===== config.mk =====
export PLATFORM = sky130hd
export DESIGN_NAME = divider
export DESIGN_NICKNAME = d
export VERILOG_FILES = /design/src/rtl/divider_pkg.sv /design/src/rtl/divider_step.sv /design/src/rtl/divider.sv
export SDC_FILE = /design/constraint.sdc
export NUM_CORES = 1
export LEC_CHECK = 0
export CAP_MARGIN = 25
export CORE_AREA = 2 2 117 96
export CTS_CLUSTER_DIAMETER = 60
export DETAILED_ROUTE_END_ITERATION = 6
export DIE_AREA = 0 0 119 98
export PLACE_DENSITY = 0.89
export SLEW_MARGIN = 20
export SYNTH_ARGS = -nofsm -noshare
export SYNTH_HDL_FRONTEND = slang
export SYNTH_SLANG_ARGS = --single-unit
export TNS_END_PERCENT = 20

===== constraint.sdc =====
create_clock -name clk -period 7.3 [get_ports clk]
set_input_delay 1.46 -clock clk [delete_from_list [all_inputs] [get_ports clk]]
set_output_delay 1.46 -clock clk [all_outputs]
set_load 0.02 [all_outputs]

===== src/rtl/divider_pkg.sv =====
// Shared definitions for the iterative restoring divider: FSM state encoding
// and the default datapath width.
package divider_pkg;

    localparam int WORD_WIDTH = 16;

    typedef enum logic [1:0] {
        DIV_IDLE = 2'd0,
        DIV_CALC = 2'd1,
        DIV_DONE = 2'd2
    } div_state_e;

endpackage


===== src/rtl/divider_step.sv =====
// One combinational radix-2 restoring iteration: shift the next dividend bit
// into the partial remainder and subtract the divisor magnitude if it fits.
module divider_step #(
    parameter int WIDTH = 16
) (
    input  logic [WIDTH-1:0] rem,
    input  logic [WIDTH-1:0] divisor_mag,
    input  logic             next_bit,
    output logic [WIDTH-1:0] new_rem,
    output logic             q_bit
);

    logic [WIDTH:0] shifted_s;

    // The incoming remainder is always below divisor_mag, so after the
    // subtract (or without it) the result fits back into WIDTH bits.
    always_comb begin
        shifted_s = {rem, next_bit};
        if (shifted_s >= {1'b0, divisor_mag}) begin
            q_bit   = 1'b1;
            new_rem = WIDTH'(shifted_s - {1'b0, divisor_mag});
        end else begin
            q_bit   = 1'b0;
            new_rem = shifted_s[WIDTH-1:0];
        end
    end

endmodule


===== src/rtl/divider.sv =====
// Iterative radix-2 restoring divider with valid/ready handshakes on both
// sides; signed operation divides magnitudes and fixes signs at the end.
module divider
    import divider_pkg::*;
#(
    parameter int WIDTH = WORD_WIDTH
) (
    input  logic             clk,
    input  logic             rst_n,
    input  logic             in_valid,
    output logic             in_ready,
    input  logic             is_signed,
    input  logic [WIDTH-1:0] dividend,
    input  logic [WIDTH-1:0] divisor,
    output logic             out_valid,
    input  logic             out_ready,
    output logic [WIDTH-1:0] quotient,
    output logic [WIDTH-1:0] remainder,
    output logic             div_by_zero
);

    localparam int CW = $clog2(WIDTH);

    div_state_e       state_r;
    div_state_e       state_next_s;
    logic             in_ready_r;
    logic             out_valid_r;
    logic [CW-1:0]    count_r;
    logic [WIDTH-1:0] rem_r;
    logic [WIDTH-1:0] quo_r;
    logic [WIDTH-1:0] dmag_r;
    logic             neg_q_r;
    logic             neg_r_r;
    logic [WIDTH-1:0] quotient_r;
    logic [WIDTH-1:0] remainder_r;
    logic             dbz_r;

    logic             accept_s;
    logic             zero_div_s;
    logic             dvd_neg_s;
    logic             dvs_neg_s;
    logic [WIDTH-1:0] dvd_mag_s;
    logic [WIDTH-1:0] dvs_mag_s;
    logic [WIDTH-1:0] step_rem_s;
    logic             step_q_s;
    logic [WIDTH-1:0] final_q_s;

    assign accept_s   = in_valid & in_ready_r;
    assign zero_div_s = (divisor == {WIDTH{1'b0}});
    assign dvd_neg_s  = is_signed & dividend[WIDTH-1];
    assign dvs_neg_s  = is_signed & divisor[WIDTH-1];
    assign dvd_mag_s  = dvd_neg_s ? (~dividend + WIDTH'(1)) : dividend;
    assign dvs_mag_s  = dvs_neg_s ? (~divisor + WIDTH'(1)) : divisor;
    assign final_q_s  = {quo_r[WIDTH-2:0], step_q_s};

    divider_step #(.WIDTH(WIDTH)) u_step (
        .rem         (rem_r),
        .divisor_mag (dmag_r),
        .next_bit    (quo_r[WIDTH-1]),
        .new_rem     (step_rem_s),
        .q_bit       (step_q_s)
    );

    // Next-state decode; a zero divisor skips CALC entirely.
    always_comb begin
        state_next_s = state_r;
        case (state_r)
            DIV_IDLE: begin
                if (accept_s) begin
                    state_next_s = zero_div_s ? DIV_DONE : DIV_CALC;
                end else begin
                    state_next_s = DIV_IDLE;
                end
            end
            DIV_CALC: begin
                if (count_r == {CW{1'b0}}) begin
                    state_next_s = DIV_DONE;
                end else begin
                    state_next_s = DIV_CALC;
                end
            end
            DIV_DONE: begin
                if (out_ready) begin
                    state_next_s = DIV_IDLE;
                end else begin
                    state_next_s = DIV_DONE;
                end
            end
            default: state_next_s = DIV_IDLE;
        endcase
    end

    // State register with handshake flags registered from the next state.
    always_ff @(posedge clk or negedge rst_n) begin
        if (!rst_n) begin
            state_r     <= DIV_IDLE;
            in_ready_r  <= 1'b1;
            out_valid_r <= 1'b0;
        end else begin
            state_r     <= state_next_s;
            in_ready_r  <= (state_next_s == DIV_IDLE);
            out_valid_r <= (state_next_s == DIV_DONE);
        end
    end

    // Operand capture, iteration and sign fix-up of the final result.
    always_ff @(posedge clk or negedge rst_n) begin
        if (!rst_n) begin
            count_r     <= {CW{1'b0}};
            rem_r       <= {WIDTH{1'b0}};
            quo_r       <= {WIDTH{1'b0}};
            dmag_r      <= {WIDTH{1'b0}};
            neg_q_r     <= 1'b0;
            neg_r_r     <= 1'b0;
            quotient_r  <= {WIDTH{1'b0}};
            remainder_r <= {WIDTH{1'b0}};
            dbz_r       <= 1'b0;
        end else begin
            case (state_r)
                DIV_IDLE: begin
                    if (accept_s && zero_div_s) begin
                        quotient_r  <= {WIDTH{1'b1}};
                        remainder_r <= dividend;
                        dbz_r       <= 1'b1;
                    end else if (accept_s) begin
                        rem_r   <= {WIDTH{1'b0}};
                        quo_r   <= dvd_mag_s;
                        dmag_r  <= dvs_mag_s;
                        neg_q_r <= dvd_neg_s ^ dvs_neg_s;
                        neg_r_r <= dvd_neg_s;
                        count_r <= CW'(WIDTH - 1);
                        dbz_r   <= 1'b0;
                    end else begin
                        count_r <= count_r;
                    end
                end
                DIV_CALC: begin
                    rem_r   <= step_rem_s;
                    quo_r   <= final_q_s;
                    count_r <= count_r - CW'(1);
                    if (count_r == {CW{1'b0}}) begin
                        // MIN / -1 falls out naturally: magnitude 2^(W-1) negates to itself.
                        quotient_r  <= neg_q_r ? (~final_q_s + WIDTH'(1)) : final_q_s;
                        remainder_r <= neg_r_r ? (~step_rem_s + WIDTH'(1)) : step_rem_s;
                    end else begin
                        quotient_r  <= quotient_r;
                    end
                end
                DIV_DONE: begin
                    count_r <= count_r;
                end
                default: begin
                    count_r <= {CW{1'b0}};
                end
            endcase
        end
    end

    assign in_ready    = in_ready_r;
    assign out_valid   = out_valid_r;
    assign quotient    = quotient_r;
    assign remainder   = remainder_r;
    assign div_by_zero = dbz_r;

endmodule

==> Yosys cells after proc, flatten, opt, wreduce, memory -nomap -nowiden <==
Cells that the tools add are included.
{ "totals": {"register_bits": 91, "input_bits": 37, "wordCells": 76} }
{ "op_classes": {"addsub": 6, "order_cmp": 1, "n_eq_ne": 7, "mux": 28, "n_bitwise": 10, "n_reduce_logical": 12} }
{ "op_table": {"columns": ["cell", "n"], "rows": [
  ["$mux W16", 13],
  ["$pmux W16 S2", 4],
  ["$add A16 B1 Y16 const B", 4],
  ["$not A16 Y16", 4],
  ["$ge A17 B16 Y1", 1],
  ["$logic_not A16 Y1", 1],
  ["$sub A16 B16 Y16", 1],
  ["$pmux W4 S3", 1],
  ["$reduce_and A3 Y1", 4],
  ["$mux W2", 4],
  ["$mux W4", 2],
  ["$ne A2 B2 Y1 const B", 4],
  ["$pmux W2 S3", 1],
  ["$eq A2 B2 Y1 const B", 2],
  ["$logic_not A2 Y1", 2],
  ["$logic_not A4 Y1", 1],
  ["$reduce_bool A2 Y1", 2],
  ["$sub A4 B1 Y4 const B", 1],
  ["$and A1 B1 Y1", 3],
  ["$mux W1", 3],
  ["$eq A2 B1 Y1 const B", 1],
  ["$not A1 Y1", 2],
  ["$reduce_and A2 Y1", 1],
  ["$logic_and A1 B1 Y1", 1],
  ["$xor A1 B1 Y1", 1]
]} }

==> Logic depth before layout (Yosys ltp) <==
{ "logic_depth": {"depth_word": 7, "depth_mapped": 17, "mapped_depth_nobuf": 15} }

==> Hierarchy <==
From an unflattened synthesis, not the netlist that was laid out.
{ "unflattened": {"cells_unflattened": 737, "area_unflattened_um2": 6343.6} }
{ "by_module_without_submodules": {"columns": ["mod", "instances", "cells_each", "area_each_um2", "seq_area_each_um2"], "rows": [
  ["divider", 1, 581, 5172.5, 2278.4],
  ["divider_step", 1, 156, 1171.1, 0.0]
]} }

==> Worst setup path after synthesis <==
Ideal clock, no wire load.
{ "synth_timing": {"kind": "input to register", "startpoint": "input divisor[0]", "endpoint": "register remainder_r[14], in the netlist remainder[14]", "setup_time_ps": 77, "arrival_ps": 3551, "required_time_ps": 7223, "path_slack_ps": 3672, "stages": 11, "cell_sequence": "inv_1 > ha_1 > or4b_1 > nor3_1 > nand2_1 > nor3_2 > a21o_1 > buf_2 > clkbuf_1 > o21ai_0 > a21oi_1"} }
{ "synth_via": {"elab_chain_cells": 4} }
{ "synth_lines": {"columns": ["element", "line", "rtl"], "rows": [
  ["start: declaration", "divider.sv:14", "input logic [WIDTH-1:0] divisor,"],
  ["$logic_not A16 Y1", "divider.sv:49", "assign zero_div_s = (divisor == {WIDTH{1'b0}});"],
  ["$logic_and A1 B1 Y1", "divider.sv:121", "if (accept_s && zero_div_s) begin"],
  ["$ne A2 B2 Y1 (no source line)", null, null],
  ["$reduce_and A3 Y1 (no source line)", null, null],
  ["end signal: assignment", "divider.sv:116", "remainder_r <= {WIDTH{1'b0}};"],
  ["end signal: assignment", "divider.sv:123", "remainder_r <= dividend;"],
  ["end signal: assignment", "divider.sv:144", "remainder_r <= neg_r_r ? (~step_rem_s + WIDTH'(1)) : step_rem_s;"],
  ["end: declaration", "divider.sv:35", "logic [WIDTH-1:0] remainder_r;"]
]} }
Every way passes these cells.
A chain may end at the register's enable or synchronous reset.

==> Worst setup path after layout <==
{ "layout_timing": {"startpoint": "input divisor[1]", "endpoint": "register remainder_r[12], in the netlist remainder[12]"} }
Same word-level chain as after synthesis.

==> metrics.cfg <==
[outcome]
status=finished clean

[placement]
place_area_um2=7100
numPortBuffers=71
pre_cts_ws_ns=2.31
dp_hpwl_um=12600
dp.cells=952
place.gp.congestion=0.925

[drt]
wirelength_um=17900
firstDrtPassIters=6
drtIter0Drc=710
drcViolationCount=0
drt-wirelength-per-cell_um=18.5
route.antenna.remaining_nets=0
vias_per_cell=6.38
dr_total_vias=6172

[timing]
tightest_slew_ns=0.916
tns_ns=0
setup_violations=0
slew_headroom_pct=38.9
rsz0062_at_grt=no
hold_ws_ns=0.480
hold_violations=0
setup_slack_ns=2.57
skew_ns=0.00739
fin_crit_sh_pct=64.7
finalWorstPathRequiredPeriod_ns=4.73
max_freq_ghz=0.212
slew_viol_final=0

[hold_path]
hold_depth=2
hold_path_class=flip-flop to flip-flop
hold_path_end=remainder[2]
hp-start=remainder[2]

[die]
fp.dieH_um=98
start_util_pct=59.8
fp.coreArea_um2=10600
ios=72
fp-row-count=34
fp.dieW_um=119
fp.dieArea_um2=11700

[final_layout]
fin_area_um2=7430
diodes=0
final_cell_count_no_fill=968
nFillCells=786
final_nets=879
syn_to_final_growth_pct=17.4
drive_above_1_share_pct=5.70
final_core_util_pct=70.2

[critical_path]
ff2ff_path_depth=15
rr_startpoint=rem_r[5]
r2r-end=remainder[14]
crit_type=primary input to flip-flop
worstSetupEndpointType=flip-flop
critPathRequiredTime_ns=7.57
crit_arrival_ns=5.00
startpoint_type=primary input
cp_max_fo=27
reg2reg_slack_ns=2.99

[logic_synthesis]
netlist.area_leader.share_pct=35.6
synth_top_flop_cell=dfrtp_1
ys_ff_latch=91
synth_area_leader_cell=dfrtp_1
ys_types=69
yosys-top-cells-area=dfrtp_1 36%, a21oi_1 5.8%, o21ai_0 5.4%
synth.most_common_cell=dfrtp_1
synthTopCellsByCount=90 x dfrtp_1, 84 x nor2_1, 74 x a21oi_1, 68 x nand2_1, 68 x o21ai_0
syn_area_um2=6330
async_flop_share_pct=100
ys_seq_area_share_pct=36.0
synthesis.nets=833
syn_avg_cell_area_um2=8.19
synth-edff-count=0
syn_inst=773
yosys_warnings=0

[global_routing]
grt_overflow=0
grt_pass1_wl_um=29400
antenna_found_initial=0
grt_pass1_vias=6043
grt_usage_pct=31.2
grt_max_degree=71

[cts]
post_cts_buffers=0
cts_buffer_depth=2
post_cts_resize_count=0
clock-sinks=91
numCtsBuffers=9
clk_latency_ns=0.36
root_buffer=clkbuf_16
cts_tree=yes
clkSlewWorstSetupHoldPaths_ns=0.07
ctsHtreeMaxLevel=3
ctsHoldBuffers=0

[pwr]
leakage_nw=3.10
total_power_mw=4.32
power_density_nw_per_um2=582
max-vdd-ir-drop_mv=0.337

[run]
cap_viol_max_count=0

[cells by family after synthesis]
group / share of synthesized area (%)
and+or+nand+nor: 19.8
AOI/OAI and AO/OA: 22.2
DFF: 36.0
buffers and inverters: 5.10
xor gates and xnor gates: 8.99
adders and majority gates: 4.66
muxes: 3.26
[worst max-delay path, cell delays in order]
cell             delay [ns]
clkdlybuf4s50_1        0.44
inv_1                  0.07
ha_1                   0.17
or4b_1                 0.47
nor3_1                 0.35
nand2_1                0.18
nor3_2                 0.42
a21o_1                 0.79
a21oi_1                0.25
nor2_1                 0.19
mux2i_1                0.10
o211ai_1               0.10
[layout by cell type (no fill, tap or decap), types with 3 or more instances in the layout]
cell,count
dfrtp_1,90
nor2_1,83
a21oi_1,74
clkdlybuf4s50_1,70
nand2_1,68
o21ai_0,68
xnor2_1,36
inv_1,34
xor2_1,29
nand3_1,27
nor3_1,24
ha_1,22
mux2i_1,15
o31ai_1,13
or3_1,13
nor4_1,9
clkbuf_16,9
buf_4,9
a211oi_1,8
o22ai_1,7
a31oi_1,7
a21o_1,7
or4_1,6
and3_1,5
and2_1,5
nand2b_1,5
mux2_2,5
nor2b_1,4
nand4_1,4
o21a_1,4
a221o_1,3
o41ai_1,3
o211ai_1,3
nor3b_1,3
[state kept, by name, summed over array words and instances, names as in the netlist, 2 cells and up]
register	flops
quotient	16
count_r	4
quo_r	16
dmag_r	16
rem_r	16
state_r	2
remainder	16
[final cells by class]
class                      instances  area [um2]  share of cell area (%)
multi-input combinational        603        3740                    50.3
clock inverter                     5        82.6                    1.11
inverter                          35         134                    1.80
clock buffer                      11         253                    3.40
timing repair buffer              79         768                    10.3
tap                              144         180                    2.42
sequential                        91        2280                    30.6
[power breakdown]
| part | total (mW) | internal (mW) | switching (mW) |
|---|---|---|---|
| logic | 2.80 | 1.12 | 1.68 |
| registers | 0.998 | 0.750 | 0.248 |
| clock network | 0.529 | 0.321 | 0.208 |
| total | 4.32 | 2.19 | 2.14 |
[per-layer routing]
layer  global-route usage, %  share of wire, %  vias to the layer above
li1                        -                 -                     2846
met1                    42.4                42                     2914
met2                    51.2                47                      364
met3                    5.32               8.5                       48
met4                    10.3               1.9                        0
met5                       0                 0                        -
[worst max-delay path by stage]
stage,depth (start not counted),slack [ns],start,endpoint
after global placement,11,2.41,divisor[0],quo_r[9]
after global routing,12,2.24,divisor[1],remainder[12]
after CTS,12,2.62,divisor[1],remainder[12]
after detailed placement,12,2.31,divisor[1],remainder[12]
after floorplan,11,3.67,divisor[0],remainder[14]
final,12,2.57,divisor[1],remainder[12]
No activity file was read; power rests on OpenSTA's default activity.
